==> src/rtl/qupls_fpu_issue_sched.sv <==
// ----------------------------------------------------------------------------
// qupls_fpu_issue_sched
//
// Purpose:
//   Issues ready FP ops from a window of ROB candidate slots to NSTN FPU
//   reservation stations. Each cycle it scans the slots round-robin from
//   rr_ptr and hands distinct slots to the stations that can accept an op,
//   filling the lowest-numbered station first. Each station runs a small FSM
//   (IDLE -> ISSUE -> IDLE/BUSY) that tracks how long a multicycle op keeps
//   it occupied. The selection is combinational. Its result is registered
//   into the outputs, so an op issues one clock after req_v.
//
// Parameters:
//   NREQ  candidate slots scanned per cycle (power of 2, 2..16)
//   NSTN  FPU stations served (1..4)
//   LATW  width of the per-op occupancy count
//   NDXW  width of a ROB index (rob_ndx_t)
//
// Ports:
//   clk        in   clock, all logic on the rising edge
//   rst        in   synchronous reset, active-low
//   flush      in   pipeline flush: no grants, all stations back to IDLE
//   req_v      in   [NREQ]       slot holds a ready FP op
//   req_ndx    in   [NREQ*NDXW]  ROB index per slot (slot i at i*NDXW)
//   req_lat    in   [NREQ*LATW]  busy cycles after issue, 0 = pipelined
//   stn_avail  in   [NSTN]       station unit present/enabled
//   stn_done   in   [NSTN]       station completion pulse (ends BUSY early)
//   req_grant  out  [NREQ]       registered per-slot grant (ROB clears slot)
//   stn_rndx   out  [NSTN*NDXW]  ROB index issued to each station
//   stn_rndxv  out  [NSTN]       one-cycle issue strobe
//   stn_idle   out  [NSTN]       station may accept an op
//
// Optional feature (macro QUPLS_FPU_SCHED_PERF_EN):
//   perf_issue out [32]  total issue strobes (wrapping)
//   perf_stall out [32]  cycles with a ready op but no grant (wrapping)
//   Both counters clear on reset and freeze during flush.
// ----------------------------------------------------------------------------
module qupls_fpu_issue_sched #(
    parameter int NREQ = 8,
    parameter int NSTN = 2,
    parameter int LATW = 6,
    parameter int NDXW = 8
) (
    input  logic                 clk,
    input  logic                 rst,
    input  logic                 flush,
    input  logic [NREQ-1:0]      req_v,
    input  logic [NREQ*NDXW-1:0] req_ndx,
    input  logic [NREQ*LATW-1:0] req_lat,
    input  logic [NSTN-1:0]      stn_avail,
    input  logic [NSTN-1:0]      stn_done,
    output logic [NREQ-1:0]      req_grant,
    output logic [NSTN*NDXW-1:0] stn_rndx,
    output logic [NSTN-1:0]      stn_rndxv,
    output logic [NSTN-1:0]      stn_idle
`ifdef QUPLS_FPU_SCHED_PERF_EN
    ,
    output logic [31:0]          perf_issue,
    output logic [31:0]          perf_stall
`endif
);

    localparam int PTRW = $clog2(NREQ);

    typedef enum logic [1:0] {
        ST_IDLE  = 2'd0,
        ST_ISSUE = 2'd1,
        ST_BUSY  = 2'd2
    } state_t;

    state_t              state     [NSTN];
    state_t              state_nxt [NSTN];
    logic [LATW-1:0]     cnt       [NSTN];
    logic [LATW-1:0]     cnt_nxt   [NSTN];
    logic [PTRW-1:0]     rr_ptr;
    logic [PTRW-1:0]     rr_ptr_nxt;

    logic [NREQ-1:0]     cand;
    logic [NREQ-1:0]     grant_nxt;
    logic [NSTN-1:0]     elig;
    logic [NSTN-1:0]     pick_v;
    logic [PTRW-1:0]     pick_slot [NSTN];
    logic [PTRW-1:0]     slot;
    logic                placed;

    logic [NSTN*NDXW-1:0] rndx_nxt;
    logic [NSTN-1:0]      rndxv_nxt;

    // ------------------------------------------------------------------------
    // Station availability.
    // A station in ISSUE with a zero latency is still idle, which lets a
    // pipelined unit take a new op every cycle. A station in BUSY is never
    // eligible, even in the cycle it leaves BUSY.
    // ------------------------------------------------------------------------
    always_comb begin
        stn_idle = '0;
        for (int s = 0; s < NSTN; s++) begin
            case (state[s])
                ST_IDLE:  stn_idle[s] = 1'b1;
                ST_ISSUE: stn_idle[s] = (cnt[s] == '0);
                default:  stn_idle[s] = 1'b0;
            endcase
        end
        elig = stn_idle & stn_avail;
    end

    // ------------------------------------------------------------------------
    // Round-robin selection.
    // Slots granted last cycle are masked because the ROB has not cleared
    // them yet. Slots are visited in search order from rr_ptr. Each ready
    // slot goes to the lowest free eligible station. Stations are therefore
    // filled in order, so the last slot placed is the highest-offset grant,
    // and rr_ptr moves just past it.
    // ------------------------------------------------------------------------
    always_comb begin
        cand       = req_v & ~req_grant;
        grant_nxt  = '0;
        pick_v     = '0;
        rr_ptr_nxt = rr_ptr;
        slot       = '0;
        placed     = 1'b0;
        for (int s = 0; s < NSTN; s++) begin
            pick_slot[s] = '0;
        end
        if (!flush) begin
            for (int k = 0; k < NREQ; k++) begin
                slot   = rr_ptr + PTRW'(k);
                placed = 1'b0;
                if (cand[slot]) begin
                    for (int s = 0; s < NSTN; s++) begin
                        if (!placed && elig[s] && !pick_v[s]) begin
                            pick_v[s]       = 1'b1;
                            pick_slot[s]    = slot;
                            grant_nxt[slot] = 1'b1;
                            rr_ptr_nxt      = slot + PTRW'(1);
                            placed          = 1'b1;
                        end
                    end
                end
            end
        end
    end

    // ------------------------------------------------------------------------
    // Per-station next state.
    // The count is loaded with the op latency on issue and decrements every
    // cycle, including the ISSUE cycle. Leaving at cnt==1 makes the station
    // idle again exactly lat cycles after ISSUE. The count is as wide as
    // req_lat, so the largest latency loads unchanged and never wraps.
    // ------------------------------------------------------------------------
    always_comb begin
        rndx_nxt  = stn_rndx;
        rndxv_nxt = '0;
        for (int s = 0; s < NSTN; s++) begin
            state_nxt[s] = state[s];
            cnt_nxt[s]   = cnt[s];
            if (flush) begin
                state_nxt[s] = ST_IDLE;
                cnt_nxt[s]   = '0;
            end else if (pick_v[s]) begin
                state_nxt[s] = ST_ISSUE;
                cnt_nxt[s]   = req_lat[pick_slot[s]*LATW +: LATW];
                rndxv_nxt[s] = 1'b1;
                rndx_nxt[s*NDXW +: NDXW] = req_ndx[pick_slot[s]*NDXW +: NDXW];
            end else begin
                case (state[s])
                    ST_ISSUE: begin
                        if (cnt[s] <= LATW'(1)) begin
                            state_nxt[s] = ST_IDLE;
                            cnt_nxt[s]   = '0;
                        end else begin
                            state_nxt[s] = ST_BUSY;
                            cnt_nxt[s]   = cnt[s] - LATW'(1);
                        end
                    end
                    ST_BUSY: begin
                        if (stn_done[s] || cnt[s] == LATW'(1)) begin
                            state_nxt[s] = ST_IDLE;
                            cnt_nxt[s]   = '0;
                        end else begin
                            cnt_nxt[s]   = cnt[s] - LATW'(1);
                        end
                    end
                    default: begin
                        state_nxt[s] = ST_IDLE;
                    end
                endcase
            end
        end
    end

    // ------------------------------------------------------------------------
    // State and output registers.
    // ------------------------------------------------------------------------
    always_ff @(posedge clk) begin
        if (!rst) begin
            for (int s = 0; s < NSTN; s++) begin
                state[s] <= ST_IDLE;
                cnt[s]   <= '0;
            end
            rr_ptr    <= '0;
            req_grant <= '0;
            stn_rndx  <= '0;
            stn_rndxv <= '0;
        end else begin
            for (int s = 0; s < NSTN; s++) begin
                state[s] <= state_nxt[s];
                cnt[s]   <= cnt_nxt[s];
            end
            rr_ptr    <= rr_ptr_nxt;
            req_grant <= grant_nxt;
            stn_rndx  <= rndx_nxt;
            stn_rndxv <= rndxv_nxt;
        end
    end

`ifdef QUPLS_FPU_SCHED_PERF_EN
    // ------------------------------------------------------------------------
    // Performance counters.
    // ------------------------------------------------------------------------
    logic [31:0] issue_inc;

    always_comb begin
        issue_inc = '0;
        for (int s = 0; s < NSTN; s++) begin
            issue_inc = issue_inc + 32'(stn_rndxv[s]);
        end
    end

    always_ff @(posedge clk) begin
        if (!rst) begin
            perf_issue <= '0;
            perf_stall <= '0;
        end else if (!flush) begin
            perf_issue <= perf_issue + issue_inc;
            if (|req_v && grant_nxt == '0) begin
                perf_stall <= perf_stall + 32'd1;
            end
        end
    end
`endif

endmodule
==> config.mk <==
export PLATFORM = sky130hd
export DESIGN_NAME = qupls_fpu_issue_sched
export DESIGN_NICKNAME = d
export VERILOG_FILES = /design/src/rtl/qupls_fpu_issue_sched.sv
export SDC_FILE = /design/constraint.sdc
export NUM_CORES = 1
export LEC_CHECK = 0
export ABC_AREA = 0
export CORE_MARGIN = 2
export CORE_UTILIZATION = 40
export DETAILED_ROUTE_END_ITERATION = 10
export PLACE_DENSITY = 0.66
export SETUP_SLACK_MARGIN = 0.4
export SYNTH_ARGS = -nofsm -noshare
export SYNTH_HDL_FRONTEND = slang
export SYNTH_SLANG_ARGS = --single-unit
==> constraint.sdc <==
create_clock -name clk -period 5.5 [get_ports clk]
set_input_delay 0.825 -clock clk [delete_from_list [all_inputs] [get_ports clk]]
set_output_delay 0.825 -clock clk [all_outputs]
set_load 0.05 [all_outputs]
Word-level counts from Yosys, hierarchy flattened
Memories as Yosys holds them, arrays and structs flattened.
Cells that the tools add are included.
- shift operators: 4
- equal/unequal tests: 6
- magnitude comparators: 18
- multiplexer cells: 219
- bitwise gates (word level): 24
- add/subtract/negate cells: 16
- $mul: 2
- reductions and logical operators: 61
- operators by type and width (operator ; count):
    $mux 8 ; 47
    $mux 6 ; 22
    $mux 3 ; 43
    $shiftx 64x7->8 ; 2
    $or 8x8->8 ; 15
    $shiftx 48x7->6 ; 2
    $mux 1 ; 59
    $mux 2 ; 26
    $lt 3x4->1 const B ; 8
    $logic_and 1x1->1 ; 30
    $add 3x1->3 const B ; 8
    $bmux 1 s3 ; 8
    $demux 1 s3 ; 8
    $ge 3x1->1 const B ; 8
    $pmux 6 s2 ; 2
    $logic_not 1->1 ; 22
    $add 3x3->3 const B ; 4
    $eq 6x1->1 const B ; 2
    $le 6x1->1 const B ; 2
    $logic_not 6->1 ; 2
    $sub 6x1->6 const B ; 2
    $mul 3x2->5 const B ; 2
    $and 8x8->8 ; 1
    $not 8->8 ; 1
    other kinds (12) ; 24
- register bits: 29
- logic and storage cells: 357
- memories kept: 2
- input bits: 127
- memory bits (writable): 16
- memory list (name ; depth ; bits a word ; read ports ; clocked after memory_dff ; wr ports ; RTL line ; source):
    cnt ; 2 ; 6 ; 2 ; 0 ; 2 ; 73 ; logic [LATW-1:0] cnt [NSTN];
    state ; 2 ; 2 ; 2 ; 0 ; 2 ; 71 ; state_t state [NSTN];

Longest topological paths before layout
Gate-level depths: netlist of run 1.
An unclocked memory read counts as a cell.
- depth in word-level cells: 94
- mapped depth: 20

Worst setup path after synthesis of run 1
OpenSTA, ideal clock, no wires.
- path type: reg2reg
- from: register rr_ptr[1]
- to: memory cnt[1][0], in the netlist cnt[0][6]
- cell stages (with the launch flop): 17
- period minus slack after synthesis: 4287 ps
- arrival time: 4168 ps
- library setup time: 120 ps
- path slack: 1213 ps
- path buffers: 3
- cell sequence: dfxtp_1 -> inv_1 -> clkbuf_1 -> ha_1 -> buf_2 -> inv_1 -> mux4_2 -> buf_6 -> nor4_4 -> a21boi_1 -> nor3_1 -> o32a_4 -> o221a_2 -> nor2_2 -> or4_1 -> o311a_1 -> a211o_1
- RTL lines (item ; RTL line ; source):
    start, declared ; 75 ; logic [PTRW-1:0] rr_ptr;
    start signal, assigned ; 210 ; rr_ptr <= rr_ptr_nxt;
    end, declared ; 73 ;

==> results.sh, run 1 <==
export IMPL_status="complete, no violations"
export IMPL_gr_total_overflow=0
export IMPL_ys_flop_type="dfxtp_1"
export IMPL_synth_top_area_share=0.152
export IMPL_wl_met3_mm=2.41
export IMPL_swShare=0.543
export IMPL_netlist_instances=799
export IMPL_slew_headroom=0.183
export IMPL_path_clk_slew_ns=0.07
export IMPL_finalSetupViolCount=0
export IMPL_hold_violations=0
export IMPL_pre_cts_ws_ns=0.379
export IMPL_max_freq_mhz=205
export IMPL_maxCapViolations=0
export IMPL_start_kind="primary input"
export IMPL_critPathKind="primary input to flip-flop"
export IMPL_ios=155
export IMPL_rows=47
export IMPL_fin_crit_ns=4.88
export IMPL_layout_nets=1089
export IMPL_synthToLayoutAreaGrowth_pct=30.6
export IMPL_avgViaCountPerCell=6.28
export IMPL_regArea_um2=902
export IMPL_holdCritPathClass="flip-flop to flip-flop"
export IMPL_drive_gt1_frac=0.155
export IMPL_grt_pass1_wl_mm=39.2
export IMPL_wl_met1_mm=10.8
export IMPL_worstMarginPinSlew_ns=1.22
export IMPL_internal_power_w=0.00233
export IMPL_antenna_found_initial=0
export IMPL_critPathCaptureType="flip-flop"
export IMPL_ff2ff_setup_slack_ns=0.71
export IMPL_synth_area_leader_cell="mux4_2"
export IMPL_synth_nets=941
export IMPL_synth_area_leaders="mux4_2 (15%), dfxtp_1 (14%), mux2i_1 (11%), a21oi_1 (5.0%), nand2_1 (3.7%)"
export IMPL_vdd_ir_drop_max_mv=0.254
export IMPL_seq_power_share=0.096
export IMPL_comb_power_share=0.844
export IMPL_min_to="stn_rndx[15]"
export IMPL_cts_made_buffers=5
export IMPL_core_area_mm2=0.0165
export IMPL_port_buffers=154
export IMPL_grtUsageTotal=0.278
export IMPL_power_switching_w=0.00277
export IMPL_wl_per_cell_um=21.6
export IMPL_reg2reg_depth=15
export IMPL_grt_pass1_vias=7138
export IMPL_synthesis_area_mm2=0.00667
export IMPL_finalMaxSlewViolations=0
export IMPL_routed_wl_mm=25.2
export IMPL_layout_commonest_cell="clkdlybuf4s50_1"
export IMPL_die_w_um=133
export IMPL_rsz0062_at_grt="no"
export IMPL_final_cell_mix="clkdlybuf4s50_1 (154), mux2i_1 (74), a21oi_1 (67)"
export IMPL_worst_slack_ns=0.620
export IMPL_ant_nets=0
export IMPL_cts_tree="built"
export IMPL_highest_signal_layer="met4"
export IMPL_clk_latency_ns=0.29
export IMPL_hpwl_mm=20.0
export IMPL_hold_start="stn_rndx[15]"
export IMPL_nFillCells=1559
export IMPL_dieArea_mm2=0.0177
export IMPL_ctsHoldBuffers=0
export IMPL_cts_sinks=45
export IMPL_die_h_um=133
export IMPL_power_density_mw_per_mm2=586
export IMPL_r2r_end="cnt[0][11]"
export IMPL_fin_skew_ns=0.00249
export IMPL_h_tree_depth=2
export IMPL_async_flop_share=0
export IMPL_drcViolationCount=0
export IMPL_period_share=0.887
export IMPL_gp_congestion=0.977
export IMPL_yosys_warnings=0
export IMPL_dr_total_vias=7335
export IMPL_initial_core_util=0.405
export IMPL_dp_cells=1160
export IMPL_synth_avg_cell_area_um2=8.35
export IMPL_clk_path_buf_depth=2
export IMPL_synth_edf_count=0
export IMPL_yosysSeqAreaShare=0.135
export IMPL_min_path_cells=2
export IMPL_worstPathArrival_ns=5.06
export IMPL_p_leak_nw=3.24
export IMPL_final_cells=1168
export IMPL_grt_max_degree=34
export IMPL_r2r_start="rr_ptr[1]"
export IMPL_clkPwrFrac=0.060
export IMPL_drt_iter0_drc=719
export IMPL_required_ns=5.68
export IMPL_antenna_cells=0
export IMPL_root_buffer="clkbuf_16"
export IMPL_yosys_register_bits=45
export IMPL_multi_input_area_mm2=0.00542
export IMPL_worstPathMaxFanout=18
export IMPL_route_met2_wl_mm=11.5
export IMPL_dr_pass1_iters=8
export IMPL_synth_cell_types=90
export IMPL_fin_setup_tns_ns=0
worst max-delay path, stage by stage:
cell	delay [ns]
clkdlybuf4s50_1	0.44
nor2b_1	0.20
mux2i_1	0.21
buf_4	0.16
mux4_2	0.50
nand4_2	0.28
nor4_1	0.49
o31ai_2	0.18
o211a_1	0.27
nor3_2	0.44
buf_4	0.26
mux2_1	0.33
nor2_1	0.09
a211oi_1	0.08
o31a_1	0.29
metrics by stage:
stage | util | hold slack (ns) | total power, W | area, um^2
2_1_floorplan | - | 0.534 | 0.00359 | 6670
4_1_cts | 0.529 | 0.534 | 0.00502 | 8710
5_1_grt | 0.529 | 0.587 | 0.00543 | 8710
3_3_place_gp | 0.520 | 0.516 | 0.00468 | 8570
3_5_place_dp | 0.520 | 0.513 | 0.00469 | 8570
6_report | 0.529 | 0.534 | 0.00510 | 8710
state kept, by name, summed over array words and instances (netlist names):
signal / cells
stn_rndxv: 2
cnt: 12
req_grant: 8
state: 4
rr_ptr: 3
stn_rndx: 16
metal layers:
layer  vias up  GRT usage
met5         -          0
met4         0     0.0757
met3        46     0.0643
met2       394      0.442
met1      3484      0.381
li1       3411          -
power groups by stage:
stage | Combinational [W] | Clock [W] | Sequential, W
floorplan | 0.00291 | 0 | 0.000676
global placement | 0.00418 | 0 | 0.000493
detailed placement | 0.00420 | 0 | 0.000494
CTS | 0.00422 | 0.000309 | 0.000489
global route | 0.00460 | 0.000324 | 0.000501
finish | 0.00430 | 0.000308 | 0.000490
worst max path at each step:
stage / from / to / slack (ns) / cells after the start
floorplan: rr_ptr[1] / cnt[0][6] / 1.21 / 16
global placement: req_v[6] / cnt[0][11] / 0.41 / 15
detailed placement: req_v[6] / cnt[0][11] / 0.38 / 15
CTS: req_v[6] / cnt[0][11] / 0.67 / 15
global route: req_v[6] / cnt[0][11] / 0.44 / 15
finish: req_v[6] / cnt[0][11] / 0.62 / 15
cell type report:
class,instances,area share
multi-input cells,678,0.623
repair buffers,199,0.219
flip-flops and latches,45,0.104
well taps,220,0.0316
clock buffers,6,0.0148
inverters,18,0.00776
clock inverters,2,0.00115
logic make-up (layout without fill, tap and decap cells):
family,count (synthesis),count (layout),share of synthesized area
compound gates,264,264,0.274
simple gates,247,247,0.193
mux,135,135,0.290
buf+inv,76,225,0.0542
flops,45,45,0.135
xor+xnor,17,17,0.0257
fa+ha+maj,15,15,0.0281
what timing repair did:
| item | CTS | global route |
|---|---|---|
| setup buffers | 0 | 0 |
| resized for setup | 0 | 1 |
| endpoints found under the hold margin | 0 | 0 |
| endpoints found under the setup margin | 0 | 1 |
cells in the mapped netlist (17+ instances only):
library cell	n
a211oi_1	18
a21oi_1	67
clkbuf_1	32
dfxtp_1	45
inv_1	17
mux2i_1	74
mux4_2	45
nand2_1	65
nand3_1	17
nor2_1	64
nor3_1	20
o211ai_1	19
o21ai_0	42
Note: power is estimated with default switching activity, not from simulation.
==> run 2, diff against run 1 <==
--- a/config.mk
+++ b/config.mk
@@ -10,6 +10,7 @@
 export CORE_UTILIZATION = 40
 export DETAILED_ROUTE_END_ITERATION = 10
 export PLACE_DENSITY = 0.66
+export REMOVE_ABC_BUFFERS = 1
 export SETUP_SLACK_MARGIN = 0.4
 export SYNTH_ARGS = -nofsm -noshare
 export SYNTH_HDL_FRONTEND = slang
==> results.sh, run 2 (synthesis results as in run 1) <==
export IMPL_grt_pass1_wl_mm=38.6
export IMPL_worstPathCellList="clkdlybuf4s50_1 -> nand2b_1 -> mux2i_1 -> mux4_2 -> nor4_4 -> buf_4 -> a21oi_1 -> a221oi_1 -> and3b_1 -> o221ai_4 -> nand2_1 -> o311a_1 -> a211o_1"
export IMPL_finalMaxSlewViolations=0
export IMPL_grtUsageTotal=0.275
export IMPL_start_kind="primary input"
export IMPL_initial_core_util=0.405
export IMPL_dr_total_vias=7291
export IMPL_r2r_end="cnt[0][5]"
export IMPL_hold_start="stn_rndx[15]"
export IMPL_drive_gt1_frac=0.147
export IMPL_worstPathMaxFanout=12
export IMPL_largest_register_ffs=16
export IMPL_drcViolationCount=0
export IMPL_root_buffer="clkbuf_16"
export IMPL_min_to="stn_rndx[15]"
export IMPL_layout_commonest_cell="clkdlybuf4s50_1"
export IMPL_synthToLayoutAreaGrowth_pct=29.7
export IMPL_power_w=0.00504
export IMPL_ios=155
export IMPL_critPathKind="primary input to flip-flop"
export IMPL_worstPathArrival_ns=5.06
export IMPL_grt_max_degree=36
export IMPL_cts_made_buffers=5
export IMPL_path_clk_slew_ns=0.06
export IMPL_holdCritPathClass="flip-flop to flip-flop"
export IMPL_h_tree_depth=2
export IMPL_reg2reg_depth=13
export IMPL_max_freq_mhz=205
export IMPL_port_buffers=154
export IMPL_finalSetupViolCount=0
export IMPL_vdd_ir_drop_max_mv=0.269
export IMPL_final_cells=1161
export IMPL_layout_nets=1081
export IMPL_power_density_mw_per_mm2=583
export IMPL_worstMarginPinSlew_ns=0.964
export IMPL_ctsHoldBuffers=0
export IMPL_min_path_cells=2
export IMPL_r2r_start="rr_ptr[1]"
export IMPL_postCtsSetupBuffers=0
export IMPL_clk_path_buf_depth=2
export IMPL_top_regs="stn_rndx: 16 flops, cnt: 12 flops, req_grant: 8 flops"
export IMPL_top_register="stn_rndx"
export IMPL_gp_congestion=1.01
export IMPL_core_area_mm2=0.0165
export IMPL_cp_slowest_cell="mux4_2"
export IMPL_wl_per_cell_um=21.2
export IMPL_cp_slowest_stage_delay_ns=0.67
export IMPL_rows=47
export IMPL_path_buf_inv=2
export IMPL_cts_sinks=45
export IMPL_fin_setup_tns_ns=0
export IMPL_routed_wl_mm=24.6
export IMPL_critPathCaptureType="flip-flop"
export IMPL_clk_latency_ns=0.30
export IMPL_status="complete, no violations"
export IMPL_antenna_found_initial=0
export IMPL_dp_cells=1152
export IMPL_die_h_um=133
export IMPL_worst_slack_ns=0.623
export IMPL_cts_tree="built"
export IMPL_gr_total_overflow=0
export IMPL_avgViaCountPerCell=6.28
export IMPL_period_share=0.887
export IMPL_rsz0062_at_grt="no"
export IMPL_dieArea_mm2=0.0177
export IMPL_pre_cts_ws_ns=0.340
export IMPL_required_ns=5.68
export IMPL_maxCapViolations=0
export IMPL_fin_skew_ns=0.00757
export IMPL_slew_headroom=0.356
export IMPL_final_cell_mix="clkdlybuf4s50_1 (154), mux2i_1 (74), a21oi_1 (67)"
export IMPL_crit_start="req_v[3]"
export IMPL_p_leak_nw=3.19
export IMPL_fin_crit_ns=4.88
export IMPL_crit_family="compound AO/OA/AOI/OAI gates"
export IMPL_hold_violations=0
export IMPL_ant_nets=0
export IMPL_grt_pass1_vias=6948
export IMPL_ff2ff_setup_slack_ns=0.65
export IMPL_drt_iter0_drc=816
export IMPL_die_w_um=133
export IMPL_hpwl_mm=19.3
export IMPL_dr_pass1_iters=5
run 2: stage by stage:
stage	area (um^2)	utilization	hold slack [ns]
after floorplan	6380	-	0.534
final	8650	0.526	0.537
after global routing	8650	0.525	0.568
after detailed placement	8500	0.516	0.517
after global placement	8500	0.516	0.519
after CTS	8640	0.525	0.537
run 2: metal layers:
metal | track usage | share of wire | vias to the layer above
li1 | - | - | 3387
met1 | 0.374 | 0.42 | 3510
met2 | 0.430 | 0.46 | 333
met3 | 0.0601 | 0.081 | 61
met4 | 0.103 | 0.033 | 0
met5 | 0 | 0 | -
run 2: layout make-up:
class | count | area [um^2]
diodes | 1 | 2.50
clock buffers | 7 | 133
clock inverters | 1 | 7.51
fillers | 1599 | 7810
inverters | 18 | 67.6
multi-input cells | 678 | 5430
flip-flops and latches | 45 | 902
well taps | 220 | 275
repair buffers | 191 | 1840
run 2: worst max path at each step:
stage / end / slack (ns) / cells after the start
after floorplan: cnt[0][11] / -2.42 / 12
after global placement: stn_rndx[5] / 0.37 / 14
after detailed placement: cnt[0][1] / 0.34 / 14
after CTS: cnt[0][1] / 0.62 / 13
after global routing: cnt[0][6] / 0.41 / 13
final: cnt[0][6] / 0.62 / 13
run 2: worst register-to-register path, delay by kind of cell, from the launching register on:
| kind | cells | cell delay (ns) |
|---|---|---|
| compound gates | 2 | 0.54 |
| fa+ha+maj | 1 | 0.47 |
| buf+inv | 4 | 0.98 |
| flops | 1 | 0.42 |
| mux | 3 | 1.61 |
| simple gates | 3 | 0.71 |
run 2: power by group:
group	internal (W)	total [W]	switching, W
clock network	0.000169	0.000312	0.000143
logic	0.00171	0.00423	0.00252
registers	0.000416	0.000503	0.0000866
total	0.00230	0.00504	0.00275
run 2: what timing repair did:
action,CTS,global route
gates resized for setup,0,3
endpoints found under the hold margin,0,0
endpoints found under the setup margin,0,18
==> run 3, diff against run 2 <==
--- a/config.mk
+++ b/config.mk
@@ -6,11 +6,10 @@
 export NUM_CORES = 1
 export LEC_CHECK = 0
 export ABC_AREA = 0
-export CORE_MARGIN = 2
+export CORE_MARGIN = 3
 export CORE_UTILIZATION = 40
 export DETAILED_ROUTE_END_ITERATION = 10
 export PLACE_DENSITY = 0.66
-export REMOVE_ABC_BUFFERS = 1
 export SETUP_SLACK_MARGIN = 0.4
 export SYNTH_ARGS = -nofsm -noshare
 export SYNTH_HDL_FRONTEND = slang
==> results.sh, run 3 (synthesis results as in run 1) <==
export IMPL_status="complete, no violations"
export IMPL_largest_register_ffs=16
export IMPL_regArea_um2=902
export IMPL_drcViolationCount=0
export IMPL_holdCritPathClass="flip-flop to flip-flop"
export IMPL_worst_slack_ns=0.650
export IMPL_met2_usage=0.409
export IMPL_path_clk_slew_ns=0.07
export IMPL_stdcell_area_mm2=0.00865
export IMPL_multi_input_area_mm2=0.00542
export IMPL_grtUsageMet3=0.0520
export IMPL_worstPathMaxFanout=14
export IMPL_place_area_mm2=0.00845
export IMPL_dr_pass1_iters=5
export IMPL_fin_setup_tns_ns=0
export IMPL_cts_resized=0
export IMPL_die_w_um=135
export IMPL_final_cell_mix="clkdlybuf4s50_1 (154), mux2i_1 (74), a21oi_1 (67)"
export IMPL_h_tree_depth=2
export IMPL_hpwl_mm=19.4
export IMPL_die_h_um=135
export IMPL_maxCapViolations=0
export IMPL_cts_made_buffers=5
export IMPL_layout_nets=1074
export IMPL_nFillCells=1533
export IMPL_routed_wl_mm=24.6
export IMPL_dieArea_mm2=0.0183
export IMPL_dp_cells=1141
export IMPL_grt_pass1_wl_mm=38.4
export IMPL_critPathKind="primary input to flip-flop"
export IMPL_grtUsageTotal=0.264
export IMPL_ios=155
export IMPL_initial_core_util=0.414
export IMPL_root_buffer="clkbuf_16"
export IMPL_finalSetupViolCount=0
export IMPL_fin_skew_ns=0.00717
export IMPL_finalMaxSlewViolations=0
export IMPL_p_leak_nw=3.19
export IMPL_gp_congestion=1.00
export IMPL_grt_max_degree=34
export IMPL_dr_total_vias=7190
export IMPL_critPathCaptureType="flip-flop"
export IMPL_grt_pass1_vias=6783
export IMPL_use_met1=0.378
export IMPL_top_regs="stn_rndx: 16 flops, cnt: 12 flops, req_grant: 8 flops"
export IMPL_cts_sinks=45
export IMPL_gr_total_overflow=0
export IMPL_power_density_mw_per_mm2=589
export IMPL_antenna_found_initial=0
export IMPL_start_kind="primary input"
export IMPL_core_area_mm2=0.0161
export IMPL_hold_violations=0
export IMPL_layout_commonest_cell="clkdlybuf4s50_1"
export IMPL_worstMarginPinSlew_ns=0.937
export IMPL_avgViaCountPerCell=6.25
export IMPL_final_cells=1150
export IMPL_wl_per_cell_um=21.4
export IMPL_worstPathArrival_ns=5.04
export IMPL_postCtsSetupBuffers=0
export IMPL_ant_nets=0
export IMPL_grt_busiest_layer="met2"
export IMPL_fin_util=0.536
export IMPL_rsz0062_at_grt="no"
export IMPL_period_share=0.882
export IMPL_rows=46
export IMPL_fin_crit_ns=4.85
export IMPL_clk_path_buf_depth=2
export IMPL_synthToLayoutAreaGrowth_pct=29.6
export IMPL_cts_tree="built"
export IMPL_drt_iter0_drc=796
export IMPL_max_freq_mhz=206
export IMPL_pre_cts_ws_ns=0.433
export IMPL_vdd_ir_drop_max_mv=0.261
export IMPL_slew_headroom=0.359
export IMPL_clk_latency_ns=0.29
export IMPL_drive_gt1_frac=0.141
export IMPL_port_buffers=154
export IMPL_required_ns=5.69
export IMPL_ctsHoldBuffers=0
export IMPL_top_register="stn_rndx"
==> run 3: final timing paths <==
path / cells past startpoint / slack (ns) / from / to
max reg2reg: 12 / 0.74 / rr_ptr[1] / cnt[0][6]
max: 12 / 0.65 / req_v[6] / cnt[0][6]
min: 2 / 0.52 / stn_rndx[15] / stn_rndx[15]
min reg2reg: 2 / 0.52 / stn_rndx[15] / stn_rndx[15]
==> run 3: area by class of cell <==
| type | count | area share |
|---|---|---|
| multi-input combinational | 678 | 0.627 |
| clock inverter | 3 | 0.00796 |
| timing repair buffer | 184 | 0.207 |
| clock buffer | 5 | 0.0145 |
| inverter | 18 | 0.00781 |
| antenna | 1 | 0.000289 |
| tap | 216 | 0.0313 |
| sequential | 45 | 0.104 |
==> run 3: stage by stage <==
stage               total power [W]  hold WS [ns]
floorplan                   0.00359         0.534
global placement            0.00461         0.515
detailed placement          0.00460         0.505
CTS                         0.00503         0.526
global route                0.00543         0.572
finish                      0.00509         0.522
==> run 3: per-layer routing <==
| layer | share of wire | vias up |
|---|---|---|
| li1 | - | 3381 |
| met1 | 0.44 | 3393 |
| met2 | 0.46 | 366 |
| met3 | 0.081 | 50 |
| met4 | 0.022 | 0 |
| met5 | 0 | - |
==> run 3: power breakdown <==
part           leakage, nW  total (W)  internal, W  switching (W)
registers            0.369   0.000500     0.000416      0.0000843
logic                 2.73    0.00419      0.00167        0.00251
clock network       0.0944   0.000406     0.000262       0.000144
==> run 3: worst max-delay path, cell delays in order <==
cell	delay, ns
clkdlybuf4s50_1	0.49
or3b_4	0.41
and2_4	0.19
mux4_2	0.65
o211ai_1	0.29
a21oi_2	0.19
a221oi_1	0.40
and3b_1	0.27
o221ai_4	0.36
nand2_1	0.29
o311a_1	0.39
a211o_1	0.28
